File: config.mk
export PLATFORM = sky130hd
export DESIGN_NAME = dram_rr_scheduler
export DESIGN_NICKNAME = d
export VERILOG_FILES = /design/src/rtl/dram_rr_scheduler.sv
export SDC_FILE = /design/constraint.sdc
export NUM_CORES = 1
export LEC_CHECK = 0
export CAP_MARGIN = 15
export CELL_PAD_IN_SITES_DETAIL_PLACEMENT = 1
export CELL_PAD_IN_SITES_GLOBAL_PLACEMENT = 1
export CORE_MARGIN = 2
export CORE_UTILIZATION = 30
export DETAILED_ROUTE_END_ITERATION = 8
export PLACE_DENSITY = 0.91
export SKIP_CTS_REPAIR_TIMING = 1
export SYNTH_ARGS = -nofsm -noshare
export SYNTH_HDL_FRONTEND = slang
export SYNTH_SLANG_ARGS = --single-unit
File: constraint.sdc
create_clock -name clk -period 3.28 [get_ports clk]
set_input_delay 0.492 -clock clk [delete_from_list [all_inputs] [get_ports clk]]
set_output_delay 0.492 -clock clk [all_outputs]
set_load 0.005 [all_outputs]
File: src/rtl/dram_rr_scheduler.sv
// Round-robin arbiter that lends the single burst DRAM to one of NUM_REQ requesters
// at a time, sequencing the access and reporting completion or error to the owner.
module dram_rr_scheduler #(
  parameter int NUM_REQ        = 4,
  parameter int ADDR_W         = 8,
  parameter int BEAT_W         = 16,
  parameter int BURST_BEATS    = 4,
  parameter int TIMEOUT_CYCLES = 256
) (
  input  logic                         clk,
  input  logic                         rst,
  input  logic [NUM_REQ-1:0]           req,
  input  logic [NUM_REQ-1:0]           req_we,
  input  logic [NUM_REQ*ADDR_W-1:0]    req_addr,
  input  logic [NUM_REQ*BEAT_W-1:0]    req_wdata,
  output logic [NUM_REQ-1:0]           gnt,
  output logic [NUM_REQ-1:0]           wr_pop,
  output logic                         rd_valid,
  output logic [BEAT_W-1:0]            rd_data,
  output logic [$clog2(NUM_REQ)-1:0]   rd_id,
  output logic                         done,
  output logic [$clog2(NUM_REQ)-1:0]   done_id,
  output logic                         done_err,
  output logic [ADDR_W-1:0]            mem_addr,
  output logic                         mem_read_en,
  output logic                         mem_write_en,
  output logic [BEAT_W-1:0]            mem_wdata,
  input  logic                         mem_ready,
  input  logic                         mem_complete,
  input  logic                         mem_valid,
  input  logic [BEAT_W-1:0]            mem_rdata
);

  localparam int IDW = $clog2(NUM_REQ);
  localparam int CW  = $clog2(BURST_BEATS + 2);
  localparam int TW  = $clog2(TIMEOUT_CYCLES + 1);

  typedef enum logic [2:0] {
    S_IDLE,
    S_BUSY,
    S_DONE,
    S_ERR,
    S_DRAIN
  } state_t;

  state_t             state_q;
  logic [IDW-1:0]     idx_q;
  logic               op_q;
  logic [IDW-1:0]     rr_ptr_q;
  logic [CW-1:0]      beat_q;
  logic [TW-1:0]      tmo_q;
  logic [NUM_REQ-1:0] gnt_q;
  logic               rd_en_q;
  logic               wr_en_q;
  logic [ADDR_W-1:0]  addr_q;
  logic               done_q;
  logic [IDW-1:0]     done_id_q;
  logic               done_err_q;
  logic               rd_valid_q;
  logic [BEAT_W-1:0]  rd_data_q;
  logic [IDW-1:0]     rd_id_q;

  logic               pick_ok;
  logic [IDW-1:0]     pick_idx;
  logic [IDW-1:0]     cand_idx;
  logic [CW-1:0]      beat_d;
  logic [IDW-1:0]     rr_ptr_d;

  // First asserted request at or after rr_ptr, wrapping modulo NUM_REQ.
  always_comb begin
    pick_ok  = 1'b0;
    pick_idx = '0;
    cand_idx = '0;
    for (int unsigned i = 0; i < NUM_REQ; i++) begin
      cand_idx = IDW'((32'(rr_ptr_q) + i) % NUM_REQ);
      if (!pick_ok && req[cand_idx]) begin
        pick_ok  = 1'b1;
        pick_idx = cand_idx;
      end
    end
  end

  // Saturating beat count including a beat that lands alongside mem_complete.
  always_comb begin
    beat_d = beat_q;
    if (mem_valid && (beat_q != '1)) beat_d = beat_q + CW'(1);
  end

  always_comb begin
    rr_ptr_d = (idx_q == IDW'(NUM_REQ - 1)) ? '0 : idx_q + IDW'(1);
  end

  always_comb begin
    wr_pop    = '0;
    mem_wdata = '0;
    if (state_q == S_BUSY && op_q) begin
      mem_wdata = req_wdata[32'(idx_q)*BEAT_W +: BEAT_W];
      if (mem_valid) wr_pop[idx_q] = 1'b1;
    end
  end

  always_ff @(posedge clk or posedge rst) begin
    if (rst) begin
      state_q    <= S_IDLE;
      idx_q      <= '0;
      op_q       <= 1'b0;
      rr_ptr_q   <= '0;
      beat_q     <= '0;
      tmo_q      <= '0;
      gnt_q      <= '0;
      rd_en_q    <= 1'b0;
      wr_en_q    <= 1'b0;
      addr_q     <= '0;
      done_q     <= 1'b0;
      done_id_q  <= '0;
      done_err_q <= 1'b0;
      rd_valid_q <= 1'b0;
      rd_data_q  <= '0;
      rd_id_q    <= '0;
    end else begin
      done_q     <= 1'b0;
      rd_valid_q <= 1'b0;
      case (state_q)
        S_IDLE: begin
          if (pick_ok && mem_ready) begin
            idx_q   <= pick_idx;
            op_q    <= req_we[pick_idx];
            addr_q  <= req_addr[32'(pick_idx)*ADDR_W +: ADDR_W];
            gnt_q   <= NUM_REQ'(1) << pick_idx;
            rd_en_q <= !req_we[pick_idx];
            wr_en_q <= req_we[pick_idx];
            beat_q  <= '0;
            tmo_q   <= '0;
            state_q <= S_BUSY;
          end
        end
        S_BUSY: begin
          beat_q     <= beat_d;
          tmo_q      <= tmo_q + TW'(1);
          rd_valid_q <= mem_valid && !op_q;
          rd_data_q  <= mem_rdata;
          rd_id_q    <= idx_q;
          if (mem_complete) begin
            state_q    <= S_DONE;
            gnt_q      <= '0;
            rd_en_q    <= 1'b0;
            wr_en_q    <= 1'b0;
            done_q     <= 1'b1;
            done_id_q  <= idx_q;
            done_err_q <= (beat_d != CW'(BURST_BEATS));
          end else if (tmo_q == TW'(TIMEOUT_CYCLES - 1)) begin
            state_q    <= S_ERR;
            gnt_q      <= '0;
            rd_en_q    <= 1'b0;
            wr_en_q    <= 1'b0;
            done_q     <= 1'b1;
            done_id_q  <= idx_q;
            done_err_q <= 1'b1;
          end
        end
        S_DONE, S_ERR: begin
          rr_ptr_q <= rr_ptr_d;
          state_q  <= S_DRAIN;
        end
        S_DRAIN: begin
          if (mem_ready) state_q <= S_IDLE;
        end
        default: state_q <= S_IDLE;
      endcase
    end
  end

  assign gnt          = gnt_q;
  assign rd_valid     = rd_valid_q;
  assign rd_data      = rd_data_q;
  assign rd_id        = rd_id_q;
  assign done         = done_q;
  assign done_id      = done_id_q;
  assign done_err     = done_err_q;
  assign mem_addr     = addr_q;
  assign mem_read_en  = rd_en_q;
  assign mem_write_en = wr_en_q;

endmodule

## Yosys cells after proc, flatten, opt, wreduce, memory -nomap -nowiden

Cells that the tools add are included.

| storage, ports and cells | value |
|---|---|
| bits in registers | 57 |
| bits in latches | 0 |
| memory bits (writable) | 0 |
| ROM bits | 0 |
| logic and storage cells | 117 |
| memories kept | 0 |

| cells by class | value |
|---|---|
| add/subtract/negate cells | 6 |
| multiply operators | 0 |
| div/mod/pow operators | 0 |
| order comparisons | 7 |
| equal/unequal tests | 11 |
| shift operators | 3 |
| multiplexer cells | 52 |
| bitwise logic cells | 0 |
| reductions and logical operators | 22 |

Operators with widths:

| cell | number |
|---|---|
| $shiftx 64x7->16 | 1 |
| $shiftx 32x6->8 | 1 |
| $mux 1 | 20 |
| $mux 4 | 5 |
| $lt 2x3->1 const B | 6 |
| $mux 3 | 6 |
| $pmux 9 s2 | 1 |
| $mux 16 | 1 |
| $mux 2 | 7 |
| $pmux 3 s4 | 1 |
| $bmux 1 s2 | 5 |
| $add 9x1->9 const B | 1 |
| $eq 9x8->1 const B | 1 |
| $mux 9 | 1 |
| $logic_and 1x1->1 | 8 |
| $pmux 4 s2 | 1 |
| $eq 3x2->1 const B | 2 |
| $ne 3x3->1 const B | 2 |
| $pmux 3 s2 | 1 |
| $reduce_and 2->1 | 3 |
| $reduce_and 3->1 | 2 |
| $logic_not 1->1 | 5 |
| $add 2x1->2 const B | 2 |
| $add 2x2->2 const B | 2 |
| 13 further kinds | 16 |

## Logic depth before layout (Yosys ltp)

| depth | value |
|---|---|
| depth after elaboration | 17 |
| depth in mapped cells | 10 |

## Worst setup path before layout

Ideal clock, no wire load.

| timing | value |
|---|---|
| path kind | register to output |
| start | reg idx_q[0] |
| end | out mem_wdata[10] |
| arrival time | 1.607 ns |
| slack | 1.181 ns |
| cell stages (with the launch flop) | 5 |
| buffers on the path | 2 |
| path through | dfrtp_1 buf_2 buf_2 mux4_2 and2_1 |

| between the ends | value |
|---|---|
| longest elaborated chain between the ends | 2 |

RTL lines:

| what | line | text |
|---|---|---|
| start, declared | 47 | `logic [IDW-1:0] idx_q;` |
| start signal, assigned | 126 | `idx_q <= pick_idx;` |
| $shiftx 64x7->16 | 97 | `mem_wdata = req_wdata[32'(idx_q)*BEAT_W +: BEAT_W];` |
| $mux 16 | 96 | `if (state_q == S_BUSY && op_q) begin` |
| end, declared | 27 | `output logic [BEAT_W-1:0] mem_wdata,` |

Every way passes these cells.

## Final worst setup path

| timing | value |
|---|---|
| start | reg state_q[2] |
| end | out wr_pop[2] |

| between the ends | value |
|---|---|
| longest elaborated chain between the ends | 3 |

RTL lines:

| what | line | text |
|---|---|---|
| start, declared | 46 | `state_t state_q;` |
| start signal, assigned | 104 | `state_q <= S_IDLE;` |
| start signal, assigned | 134 | `state_q <= S_BUSY;` |
| start signal, assigned | 144 | `state_q <= S_DONE;` |
| $eq 3x1->1 | 96 |  |
| $logic_and 1x1->1 | 96 |  |
| $mux 4 | 96 |  |
| end, declared | 17 | `output logic [NUM_REQ-1:0] wr_pop,` |

Every way passes these cells.

==> results.txt <==
gr usage total - 20.0%
I/O pin cnt - 182
area share of xor/xnor cells in the synthesized design - 0%
final wirelength - 11800 um
Pleak - 0.00236 uW
CTS Buf Count - 9
register area share after synthesis - 42.6%
# setup viols final - 0
Root Driver - clkbuf_8
Crit path top cell by count - and3_1
vias in the first global route - 3737
TritonRoute pass-1 iters - 4
CP required - 2.79 ns
pwr/cell area - 731 nW/um^2
Initial Utilization - 30.9%
main combinational cell family by area after synthesis - simple AND/OR/NAND/NOR gates
path category of the worst min-delay check - reg -> reg
sequential share of power - 30.4%
routability cong. - 0.826
internal power - 2590 uW
global-route wire length before repair - 18500 um
CTS tree - done
die boundary width - 110 um
slowest cell delay on critical path - 0.56 ns
Max H-tree Level - 3
Comb pwr share - 49.4%
number of diodes - 0
Antenna Nets Post-Route - 0
Compound-Gate Fraction of Synth Area - 16.4%
routed vias - 3408
DP Area - 5300 sq um
Final Cycle Share - 88.9%
Yosys Warn Count - 0
Synth cell types - 44
core area - 10800 sq um
Final min period - 2.92 ns
Adder-Cell Fraction of Synth Area - 2.99%
Critical Path AT - 2.42 ns
Sum Neg Setup Slack - 0 ns
Syn Std Cell Area - 3350 sq um
Crit Path Max Fanout - 20
mean post-synth cell area - 9.64 sq um
clk sinks - 57
Fin Clk Skew - 0.00641 ns
Final nets - 657
die height - 110 um
Design Area, Final - 5540 sq um
clock slew at reported path FFs - 0.07 ns
initial antenna violation count - 0
Fin Hold WS - 0.476 ns
largest net degree at the start of global routing - 58
fraction of layout cells with a size suffix above 1 - 9.26%
Setup crit end kind - primary output
Residual DRC - 0
worst-margin pin slew - 0.810 ns
wire per inst - 17.6 um
area delta synth->final - 65.6%
area share of and/or/nand/nor cells after synthesis - 21.3%
CP max stage cell - and3_1
Final WS setup - 0.364 ns
Slew HR - 45.9%
worst vdd ir - 0.284 mV
Hold Vio Cnt, Final - 0
mux contribution to synthesized area - 12.7%
hpwl dp - 9170 um
dpl ws - 0.316 ns
max-cap violation count - 0
status - completed
Sw Share - 35.9%
Starting DRT DRC Count - 147
Clock Latency Late Sink - 0.35 ns
Mapped Cells - 347
via/cell ratio - 5.09
Worst setup SP type - flip-flop
Net Sw Power - 1460 uW
Port Buffers - 181
Clock Path Buffers - 2
Yosys reg bits - 57
post-synth net total - 480
FP Rows - 38
RSZ-0062 raised after global routing - false
# fillers - 1222
fmax - 0.343 GHz
CP Cell Sequence - nor2_1 > and3_1 > and3_1 > clkdlybuf4s50_1
Setup Crit Path Kind - reg -> out
Max Slew Vio Count - 0
grt total ovfl - 0
DIE AREA - 12000 sq um
Clk pwr share - 20.2%
[path summary, 6_finish.rpt]
path,start,endpoint,slack (ns),cells after the start
setup / recovery,state_q[2],wr_pop[2],0.36,4
hold / removal,rd_data[0],rd_data[0],0.48,2
setup reg to reg,tmo_q[0],mem_read_en,0.77,9
hold reg to reg,rd_data[0],rd_data[0],0.48,2
max in group asynchronous,rst,beat_q[1],2.12,3
min in group asynchronous,rst,rd_data[8],0.67,3
[power by group through the flow]
stage,logic [uW],clock network (uW),registers [uW]
2_1_floorplan,1090,0,1160
3_3_place_gp,1910,0,1220
3_5_place_dp,2020,0,1240
4_1_cts,2030,832,1230
5_1_grt,2210,862,1280
6_report,2000,819,1230
[cells in the final DEF (no fill, tap or decap), types with 3 or more instances in the layout]
cell type,instances
o21ai_0,33
inv_1,7
nor2_1,20
and3_1,18
clkbuf_8,10
a21oi_1,11
dfrtp_1,57
and2_1,17
mux2i_1,3
buf_4,7
nand2_1,72
clkdlybuf4s50_1,181
a221oi_1,8
a21boi_0,10
mux4_2,16
o211ai_1,4
nor2b_1,4
mux2_2,3
ha_1,8
bufinv_16,3
[area by class of cell]
class                      count  area [sq um]  area share [%]
clock inverter                 5           103            1.85
timing repair buffer         188          1860            33.6
tap                          140           175            3.16
inverter                       8          30.0           0.542
clock buffer                  11           141            2.55
sequential                    57          1430            25.7
multi-input combinational    260          1800            32.5
[cells in the mapped netlist]
library cell	n	area [sq um]
mux4_2	16	360
nor2_2	1	6.26
a22o_1	2	17.5
and2_1	17	106
nand3_1	2	10.0
dfrtp_1	57	1430
o211a_1	1	10.0
inv_1	8	30.0
a221o_1	2	20.0
nor3_1	2	10.0
o21ai_1	1	5.00
nor4_1	2	12.5
and3_4	1	11.3
a211o_1	1	8.76
or2b_1	1	7.51
nand2b_1	2	12.5
a221oi_1	8	70.1
nor4bb_1	1	10.0
buf_2	5	25.0
and3_1	18	113
a21o_1	1	7.51
a32o_1	2	20.0
mux2_2	3	33.8
ha_1	8	100
o31ai_1	1	7.51
nand2_1	72	270
o32a_1	1	10.0
buf_6	2	22.5
o21ai_0	33	165
a31oi_1	2	12.5
a21oi_1	11	55.1
or3b_4	1	11.3
nor2_1	20	75.1
a21boi_0	10	75.1
o311ai_2	1	16.3
o211ai_1	4	30.0
mux2i_1	3	30.0
buf_1	1	3.75
nor2b_1	4	25.0
clkbuf_1	14	52.6
or4b_2	1	10.0
a21boi_4	1	18.8
nor3b_1	2	15.0
nand4_1	1	6.26
[cell families (layout without fill, tap and decap cells)]
family                     after synthesis  after routing
DFF                                     57             57
adders and majority gates                8              8
and+or+nand+nor                        148            148
AOI/OAI and AO/OA                       82             82
buffers and inverters                   30            212
muxes                                   22             22
[per-stage QoR]
stage                     std cells  power [uW]  utilization (%)
after detailed placement        653        3260             48.9
after CTS                       669        4090             51.1
final                           669        4050             51.1
after global routing            669        4340             51.1
after floorplan                 347        2250                -
after global placement          653        3130             48.9
[worst max-delay path: cells and delay by family, from the launching register on]
kind,cells,cell delay [ns]
simple gates,3,1.15
flops,1,0.40
buf+inv,1,0.53
[layer usage]
| layer | share of wire, % | wire [um] | vias up | GRT usage [%] |
|---|---|---|---|---|
| met3 | 6.3 | 747 | 17 | 4.62 |
| met4 | 1.9 | 221 | 0 | 6.69 |
| met2 | 53 | 6200 | 113 | 37.2 |
| met5 | 0 | 0 | - | 0 |
| met1 | 39 | 4610 | 1686 | 22.2 |
| li1 | - | - | 1592 | - |
[registers in the layout, summed over array words and instances (netlist names), 3 cells and up]
signal    flops
beat_q        3
gnt           4
mem_addr      8
rd_data      16
state_q       3
tmo_q         9
No activity file was read; power rests on OpenSTA's default activity.
